$ cat src/rtl/neighbor_builder.sv
`default_nettype none
// ============================================================================
// Module   : neighbor_builder
// Purpose  : Clears the neighbour table, then inserts every directed edge of
//            every triangle into its destination row without duplicates.
// Option   : NEIGHBOR_BUILDER_DROP_CNT_EN enables the saturating drop counter.
// Revision : 1.0
// ============================================================================
module neighbor_builder #(
  parameter int MAX_NEIGHBOR_COUNT = 10,
  parameter int FACE_BASE          = 0
) (
  input  logic        clk,
  input  logic        rst_n,
  input  logic        start,
  input  logic [31:0] vertex_count,
  input  logic [31:0] face_count,
  input  logic [31:0] RAM_FACE_Do,
  output logic        RAM_FACE_EN,
  output logic [8:0]  RAM_FACE_A,
  input  logic [31:0] RAM_NBR_Do,
  output logic        RAM_NBR_EN,
  output logic [8:0]  RAM_NBR_A,
  output logic [3:0]  RAM_NBR_WE,
  output logic [31:0] RAM_NBR_Di,
  output logic        busy,
  output logic        done,
  output logic        overflow,
  output logic        err,
  output logic [15:0] drop_count
);

  localparam logic [8:0]  c_max9    = 9'(MAX_NEIGHBOR_COUNT);
  localparam logic [8:0]  c_max_m1  = 9'(MAX_NEIGHBOR_COUNT - 1);
  localparam logic [63:0] c_max64   = 64'(MAX_NEIGHBOR_COUNT);
  localparam logic [8:0]  c_base9   = 9'(FACE_BASE);

  typedef enum logic [3:0] {
    IDLE, CHECK, CLEAR, FACE_RD, EDGE_SEL, CNT_RD, SCAN, APPEND, DONE
  } state_t;

  state_t      r_state;
  logic [31:0] r_vtx;
  logic [31:0] r_face;
  logic [2:0]  r_k;
  logic [2:0]  r_edge;
  logic        r_bad;
  logic [8:0]  r_a, r_b, r_c;
  logic [8:0]  r_row, r_nbr, r_cnt, r_j;

  logic [8:0]  w_dst, w_nbr;
  logic [8:0]  w_face_addr;
  logic [63:0] w_need;
  logic        w_too_big;
  logic        w_idx_bad;

`ifdef NEIGHBOR_BUILDER_DROP_CNT_EN
  logic [15:0] r_drop_count;
  assign drop_count = r_drop_count;
`else
  assign drop_count = 16'h0000;
`endif

  function automatic logic [8:0] row_of(input logic [8:0] v);
    return (v - 9'd1) * c_max9;
  endfunction

  assign w_face_addr = c_base9 + r_face[8:0] * 9'd3;
  assign w_need      = {32'd0, vertex_count} * c_max64;
  assign w_too_big   = (w_need > 64'd512);
  assign w_idx_bad   = (RAM_FACE_Do == 32'd0) || (RAM_FACE_Do > vertex_count);

  // Edge order a->b, a->c, b->a, b->c, c->a, c->b as (dst, nbr)
  always_comb begin
    w_dst = r_a;
    w_nbr = r_a;
    case (r_edge)
      3'd0: begin w_dst = r_a; w_nbr = r_b; end
      3'd1: begin w_dst = r_a; w_nbr = r_c; end
      3'd2: begin w_dst = r_b; w_nbr = r_a; end
      3'd3: begin w_dst = r_b; w_nbr = r_c; end
      3'd4: begin w_dst = r_c; w_nbr = r_a; end
      3'd5: begin w_dst = r_c; w_nbr = r_b; end
      default: begin w_dst = r_a; w_nbr = r_a; end
    endcase
  end

  always_ff @(posedge clk or negedge rst_n) begin
    if (!rst_n) begin
      r_state     <= IDLE;
      RAM_FACE_EN <= 1'b0;
      RAM_FACE_A  <= '0;
      RAM_NBR_EN  <= 1'b0;
      RAM_NBR_A   <= '0;
      RAM_NBR_WE  <= 4'b0000;
      RAM_NBR_Di  <= '0;
      busy        <= 1'b0;
      done        <= 1'b0;
      overflow    <= 1'b0;
      err         <= 1'b0;
      r_vtx       <= '0;
      r_face      <= '0;
      r_k         <= '0;
      r_edge      <= '0;
      r_bad       <= 1'b0;
      r_a         <= '0;
      r_b         <= '0;
      r_c         <= '0;
      r_row       <= '0;
      r_nbr       <= '0;
      r_cnt       <= '0;
      r_j         <= '0;
`ifdef NEIGHBOR_BUILDER_DROP_CNT_EN
      r_drop_count <= '0;
`endif
    end else begin
      done       <= 1'b0;
      RAM_NBR_WE <= 4'b0000;
      case (r_state)
        IDLE: begin
          if (start) begin
            overflow    <= 1'b0;
            err         <= 1'b0;
`ifdef NEIGHBOR_BUILDER_DROP_CNT_EN
            r_drop_count <= '0;
`endif
            busy        <= 1'b1;
            RAM_FACE_EN <= 1'b1;
            RAM_NBR_EN  <= 1'b1;
            r_state     <= CHECK;
          end
        end
        CHECK: begin
          r_face <= '0;
          r_k    <= '0;
          if (w_too_big || (vertex_count == 32'd0 && face_count == 32'd0)) begin
            err         <= w_too_big;
            r_state     <= DONE;
            done        <= 1'b1;
            busy        <= 1'b0;
            RAM_FACE_EN <= 1'b0;
            RAM_NBR_EN  <= 1'b0;
          end else if (vertex_count == 32'd0) begin
            r_state <= FACE_RD;
          end else begin
            r_vtx      <= 32'd1;
            RAM_NBR_A  <= row_of(9'd1);
            RAM_NBR_Di <= '0;
            RAM_NBR_WE <= 4'b1111;
            r_state    <= CLEAR;
          end
        end
        CLEAR: begin
          if (r_vtx == vertex_count) begin
            if (face_count == 32'd0) begin
              r_state     <= DONE;
              done        <= 1'b1;
              busy        <= 1'b0;
              RAM_FACE_EN <= 1'b0;
              RAM_NBR_EN  <= 1'b0;
            end else begin
              r_state <= FACE_RD;
            end
          end else begin
            r_vtx      <= r_vtx + 32'd1;
            RAM_NBR_A  <= row_of(r_vtx[8:0] + 9'd1);
            RAM_NBR_WE <= 4'b1111;
          end
        end
        // Three pipelined reads; each word's data arrives two sub-steps after r_k=0
        FACE_RD: begin
          case (r_k)
            3'd0: begin
              if (r_face == face_count) begin
                r_state     <= DONE;
                done        <= 1'b1;
                busy        <= 1'b0;
                RAM_FACE_EN <= 1'b0;
                RAM_NBR_EN  <= 1'b0;
              end else begin
                RAM_FACE_A <= w_face_addr;
                r_k        <= 3'd1;
              end
            end
            3'd1: begin
              RAM_FACE_A <= w_face_addr + 9'd1;
              r_k        <= 3'd2;
            end
            3'd2: begin
              r_a        <= RAM_FACE_Do[8:0];
              r_bad      <= w_idx_bad;
              RAM_FACE_A <= w_face_addr + 9'd2;
              r_k        <= 3'd3;
            end
            3'd3: begin
              r_b   <= RAM_FACE_Do[8:0];
              r_bad <= r_bad | w_idx_bad;
              r_k   <= 3'd4;
            end
            default: begin
              r_c <= RAM_FACE_Do[8:0];
              r_k <= 3'd0;
              if (r_bad | w_idx_bad) begin
                err    <= 1'b1;
                r_face <= r_face + 32'd1;
              end else begin
                r_edge  <= 3'd0;
                r_state <= EDGE_SEL;
              end
            end
          endcase
        end
        EDGE_SEL: begin
          if (r_edge == 3'd6) begin
            r_face  <= r_face + 32'd1;
            r_k     <= 3'd0;
            r_state <= FACE_RD;
          end else if (w_dst == w_nbr) begin
            r_edge <= r_edge + 3'd1;
          end else begin
            r_row     <= row_of(w_dst);
            r_nbr     <= w_nbr;
            RAM_NBR_A <= row_of(w_dst);
            r_state   <= CNT_RD;
          end
        end
        CNT_RD: begin
          RAM_NBR_A <= r_row + 9'd1;
          r_j       <= '0;
          r_state   <= SCAN;
        end
        // r_j=0 sees the count word; r_j>=1 sees entry r_j while the next is addressed
        SCAN: begin
          if (r_j == 9'd0) begin
            r_cnt <= RAM_NBR_Do[8:0];
            if (RAM_NBR_Do[8:0] == 9'd0) begin
              r_k     <= 3'd0;
              r_state <= APPEND;
            end else begin
              RAM_NBR_A <= r_row + 9'd2;
              r_j       <= 9'd1;
            end
          end else if (RAM_NBR_Do == {23'd0, r_nbr}) begin
            r_edge  <= r_edge + 3'd1;
            r_state <= EDGE_SEL;
          end else if (r_j == r_cnt) begin
            r_k     <= 3'd0;
            r_state <= APPEND;
          end else begin
            RAM_NBR_A <= r_row + r_j + 9'd2;
            r_j       <= r_j + 9'd1;
          end
        end
        APPEND: begin
          case (r_k)
            3'd0: begin
              if (r_cnt >= c_max_m1) begin
                overflow <= 1'b1;
`ifdef NEIGHBOR_BUILDER_DROP_CNT_EN
                if (r_drop_count != 16'hFFFF) r_drop_count <= r_drop_count + 16'd1;
`endif
                r_edge  <= r_edge + 3'd1;
                r_state <= EDGE_SEL;
              end else begin
                RAM_NBR_A  <= r_row + r_cnt + 9'd1;
                RAM_NBR_Di <= {23'd0, r_nbr};
                RAM_NBR_WE <= 4'b1111;
                r_k        <= 3'd1;
              end
            end
            3'd1: begin
              RAM_NBR_A  <= r_row;
              RAM_NBR_Di <= {23'd0, r_cnt + 9'd1};
              RAM_NBR_WE <= 4'b1111;
              r_k        <= 3'd2;
            end
            default: begin
              r_edge  <= r_edge + 3'd1;
              r_state <= EDGE_SEL;
            end
          endcase
        end
        DONE: begin
          r_state <= IDLE;
        end
        default: r_state <= IDLE;
      endcase
    end
  end

endmodule
`default_nettype wire

$ cat config.mk
export PLATFORM = sky130hd
export DESIGN_NAME = neighbor_builder
export DESIGN_NICKNAME = d
export VERILOG_FILES = /design/src/rtl/neighbor_builder.sv
export SDC_FILE = /design/constraint.sdc
export NUM_CORES = 1
export LEC_CHECK = 0
export BUFFER_PORTS_ARGS = -buffer_cell sky130_fd_sc_hd__buf_4
export CORE_MARGIN = 5
export CORE_UTILIZATION = 40
export CTS_CLUSTER_SIZE = 30
export DETAILED_ROUTE_END_ITERATION = 16
export PLACE_DENSITY = 0.69
export SETUP_SLACK_MARGIN = 0.3
export SLEW_MARGIN = 10
export SYNTH_ARGS = -nofsm -noshare
export SYNTH_HDL_FRONTEND = slang
export SYNTH_SLANG_ARGS = --single-unit
$ cat constraint.sdc
create_clock -name clk -period 4.1 [get_ports clk]
set_clock_uncertainty 0.1 [all_clocks]
set_input_delay 0.205 -clock clk [delete_from_list [all_inputs] [get_ports clk]]
set_output_delay 0.205 -clock clk [all_outputs]
set_load 0.1 [all_outputs]
After elaboration in Yosys (flattened, before gate mapping)
Cells that the tools add are included.
{"block": "totals", "in_bits": 131, "reg_bits": 195}
{"block": "classes", "mux": 98, "n_eq_ne": 57, "reduce_logical": 47, "bitwise": 4, "n_lt_le_gt_ge": 3, "multipliers": 4, "n_addsub": 16}
{"op": "$mux W32", "count": 9}
{"op": "$pmux W32 S2", "count": 3}
{"op": "$mux W9", "count": 15}
{"op": "$logic_not A32 Y1", "count": 3}
{"op": "$pmux W32 S3", "count": 1}
{"op": "$pmux W9 S2", "count": 4}
{"op": "$mux W4", "count": 17}
{"op": "$add A32 B1 Y32 const B", "count": 2}
{"op": "$eq A32 B32 Y1", "count": 2}
{"op": "$add A9 B1 Y9 const B", "count": 6}
{"op": "$pmux W9 S6", "count": 1}
{"op": "$ne A2 B2 Y1 const B", "count": 23}
{"op": "$mux W3", "count": 14}
{"op": "$gt A36 B10 Y1 const B", "count": 1}
{"op": "$mul A32 B3 Y35 const B", "count": 1}
{"op": "$ne A3 B3 Y1 const B", "count": 11}
{"op": "$eq A32 B9 Y1", "count": 1}
{"op": "$gt A32 B32 Y1", "count": 1}
{"op": "$pmux W4 S8", "count": 1}
{"op": "$add A9 B2 Y9 const B", "count": 3}
{"op": "$pmux W9 S3", "count": 1}
{"op": "$pmux W3 S4", "count": 2}
{"op": "$pmux W4 S2", "count": 3}
{"op": "$add A9 B9 Y9", "count": 2}
{"op": "other kinds (45)", "count": 102}

Longest topological paths before layout
{"block": "logic_depth", "word_depth": 8, "mapped_depth": 18, "depth_no_buf": 17}

Least setup slack after synthesis
Ideal clock, no wire load.
{"block": "synth_path", "kind": "register to register", "start": "register r_edge[2]", "end": "register RAM_NBR_A[8]", "arrival_time_ps": 4026, "n_path_buf": 1, "synth_period_minus_slack_ps": 4251, "setup_slack_ps": -151, "stages_incl_launch_ff": 19, "path_cell_list": "dfrtp_1 inv_1 ha_1 clkbuf_1 a22oi_1 nor2_1 a21oi_1 ha_1 nand3_1 xnor2_1 ha_1 fa_1 a21o_1 a21oi_1 xor2_1 xnor2_1 xor2_1 a221o_1 mux2_2"}
{"block": "synth_between", "elab_chain_cells": 8, "elab_cells_between_ends": 22}
{"element": "start, declared", "line": "46", "source": "logic [2:0] r_edge;"}
{"element": "start signal, assigned", "line": "219", "source": "r_edge <= r_edge + 3'd1;"}
{"element": "start signal, assigned", "line": "244", "source": "r_edge <= r_edge + 3'd1;"}
{"element": "start signal, assigned", "line": "262", "source": "r_edge <= r_edge + 3'd1;"}
{"element": "$eq A3 B3 Y1 or $eq A3 B2 Y1 (tied branches)", "line": "77", "source": "case (r_edge)"}
{"element": "$reduce_or A2 Y1 (no source line)"}
{"element": "$pmux W9 S2", "line": "77"}
{"element": "$sub A9 B1 Y9", "line": "65", "source": "return (v - 9'd1) * c_max9;"}
{"element": "$mul A9 B3 Y8", "line": "65"}
{"element": "$mux W9", "line": "218", "source": "end else if (w_dst == w_nbr) begin"}
{"element": "$mux W9", "line": "214", "source": "if (r_edge == 3'd6) begin"}
{"element": "$pmux W9 S6", "line": "119", "source": "case (r_state)"}
{"element": "end signal, assigned", "line": "223", "source": "RAM_NBR_A <= row_of(w_dst);"}
{"element": "end signal, assigned", "line": "228", "source": "RAM_NBR_A <= r_row + 9'd1;"}
{"element": "end signal, assigned", "line": "240", "source": "RAM_NBR_A <= r_row + 9'd2;"}
{"element": "end, declared", "line": "23", "source": "output logic [8:0] RAM_NBR_A,"}
Parallel ways exist; a longest one is shown, timed or not. The select of a mux whose other input is x is not followed.
A chain may end at the register's enable or synchronous reset.

Worst setup path in the final report
Same ends and word-level chain as after synthesis.

==> metrics.cfg <==
[grt]
overflow=0
grt_use_total_pct=22.46
grt_pass1_wl_mm=76.49
antenna_found_initial=0
grt_max_degree=89
grt_pass1_vias=14173

[synthesis]
async_flop_share_pct=100.0
yosysWarnings=0
seq_area_frac_synth_pct=27.96
synth_top_area_cell=dfrtp_1
yosysMostFrequentCell=dfrtp_1
synth_edf_count=0
syn_avg_cell_area_um2=8.561
synthFlopType=dfrtp_1
synth_common_cells=169 x dfrtp_1, 154 x ha_1, 152 x nand2_1
synth_top_family_by_area=simple AND/OR/NAND/NOR gates
synth_simple_gate_area_share_pct=19.75
synth_xor_area_share_pct=11.87
syn_area_mm2=0.01513
syn_inst=1767
synth_seq_cells=169
yosys.area.top_type_share_pct=27.96
synth_compound_area_share_pct=16.72
synthMuxAreaShare_pct=4.127
synth_area_leaders=dfrtp_1 28%, ha_1 13%, xnor2_1 6.2%
synth_fa_ha_area_share_pct=13.53
synth.distinct_cells=87

[power]
power_density_mw_per_mm2=468.5
p_comb_share_pct=53.3
switching_share_pct=46.59
power_frac_clock_pct=19.2
power_frac_seq_pct=27.5
peakVddDrop_v=0.0002824
intPower_mw=4.698
p_leak_nw=8.525
p_sw_mw=4.097

[final_layout]
multi_input_area_mm2=0.01063
seqCellArea_mm2=0.004230
stdcell_area_mm2=0.01877
layout.nets=2311
nFillCells=3573
top_regs=r_face: 32 flops, r_vtx: 32 flops
utilization_pct=50.08
layout-drive-gt1-share_pct=22.48
syn2layout_area_growth_pct=24.11
num_antenna_cells=0

[floorplanning]
num_rows=71
coreArea_mm2=0.03749
start_util_pct=40.35
die_w_um=204.5
io-pin-count=207
fp.dieH_um=204.5
dieArea_mm2=0.04181

[critical_path]
required_ns=4.31
worstPathArrival_ns=4.23
start_kind=flip-flop
crit_path_max_fanout=5
reg2reg_setup_slack_ns=0.08
setup.worst_path.end_class=flip-flop
worst-setup-path-type=flip-flop to flip-flop

[clock_network]
cts_num_sinks=169
cts-htree-levels=4
cts_tree=yes
cts-root-buf=clkbuf_16
numCtsBuffers=17
cts_buffer_depth=2
clock_latency_ns=0.43
clk_pin_slew_ns=0.07

[placed_design]
place_hpwl_mm=38.26
pre_cts_slack_ns=-0.1471
gp_congestion=1.001
io_buffers=167
dpl_cell_area_mm2=0.01748

[timing]
setup-tns-final_ns=0
fmax_mhz=248.6
tightest_slew_ns=0.8730
hold_ws_ns=0.04280
slew_headroom_pct=41.26
slew_violations=0
layout_min_cycle_time_ns=4.022
setup_viol=0
finalWorstSetupSlack_ns=0.07776
fin_crit_sh_pct=98.10
hold_viol=0
rsz0062_at_grt=true

[routing]
wl_per_cell_um=19.04
vias=14423
routed_wl_mm=48.44
postRouteAntennaNets=0
first_pass_iters=7
drt-initial-drc-count=1280
vias_per_cell=5.669
drc=0

[run]
maxCapViolCount=0

[worst_hold_path]
hp-class=primary input to flip-flop

[status]
status=finished, final reports clean

per-stage QoR:
| step | std cells | total power [mW] |
|---|---|---|
| floorplan | 1805 | 5.424 |
| global route | 2544 | 9.296 |
| detailed placement | 2477 | 6.679 |
| global placement | 2477 | 6.592 |
| finish | 2544 | 8.795 |
| CTS | 2535 | 8.542 |
worst max-delay path: stages, from the launching register on:
cell and delay [ns]:
dfrtp_2 0.42, inv_4 0.06, ha_4 0.18, a22oi_2 0.19, nor2_1 0.08, a21oi_2 0.28
and3_4 0.29, xnor2_2 0.13, ha_1 0.27, ha_2 0.20, fa_2 0.34, a21o_1 0.17
a21oi_2 0.13, xor2_1 0.17, xnor2_1 0.10, xor2_1 0.19, a221o_1 0.32, mux2_2 0.27
placed cells by master (no fill, tap or decap), types with 32 or more instances in the layout:
cell type    n
a21oi_1    113
inv_1       81
xnor2_1    104
xor2_1      98
nand3_1     49
nor4_1      54
buf_4      272
dfrtp_1    168
nor2_1     141
mux2_2      50
o21ai_0     82
nor3_1      32
nand4_1     53
nand2_1    152
ha_1       140
conb_1      39
final cells by class:
cell class	count	share of cell area (%)
repair buffers	298	12.50
flip-flops and latches	169	22.53
well taps	511	3.406
clock inverters	14	0.9797
multi-input cells	1450	56.61
inverters	84	1.693
clock buffers	18	2.286
logic make-up after synthesis:
kind of cell	count (synthesis)
compound gates	393
xor+xnor	205
fa+ha+maj	160
buf+inv	186
flops	169
mux	56
other cells	1
simple gates	597
metal layers:
metal | vias up | global-route usage, % | part of all wire, %
li1 | 6829 | - | -
met1 | 6970 | 30.97 | 43
met2 | 571 | 36.80 | 47
met3 | 53 | 3.602 | 7.7
met4 | 0 | 6.054 | 2.0
met5 | - | 0 | 0
worst paths after layout:
| kind | start | end | cells after the start |
|---|---|---|---|
| worst max-delay path | r_edge[2]$_DFFE_PN0P_ | RAM_NBR_A[8]$_DFFE_PN0P_ | 17 |
| worst max register to register | r_edge[2]$_DFFE_PN0P_ | RAM_NBR_A[8]$_DFFE_PN0P_ | 17 |
| worst min register to register | RAM_FACE_A[1]$_DFFE_PN0P_ | RAM_FACE_A[1]$_DFFE_PN0P_ | 2 |
| max in group asynchronous | rst_n | RAM_NBR_WE[2]$_DFF_PN0_ | 3 |
| min in group asynchronous | rst_n | RAM_FACE_A[8]$_DFFE_PN0P_ | 2 |
| worst min-delay path | RAM_FACE_Do[0] | r_b[0]$_DFFE_PN0P_ | 3 |
power groups by stage:
stage,clock network (mW),logic (mW),registers [mW]
after global routing,1.78,5.06,2.46
final,1.69,4.69,2.42
after CTS,1.71,4.43,2.39
after global placement,0,4.18,2.41
after detailed placement,0,4.26,2.42
after floorplan,0,2.79,2.64
repair_timing:
| action | in CTS | in global routing |
|---|---|---|
| setup endpoints to repair | 9 | 66 |
| hold endpoints to repair | 120 | 0 |
| resized for setup | 12 | 56 |
| pin swaps | 8 | 25 |
| buffers inserted | 7 | 9 |
| gates cloned | 0 | 0 |
| hold buffers | 19 | 0 |
Note: power is estimated with default switching activity, not from simulation.
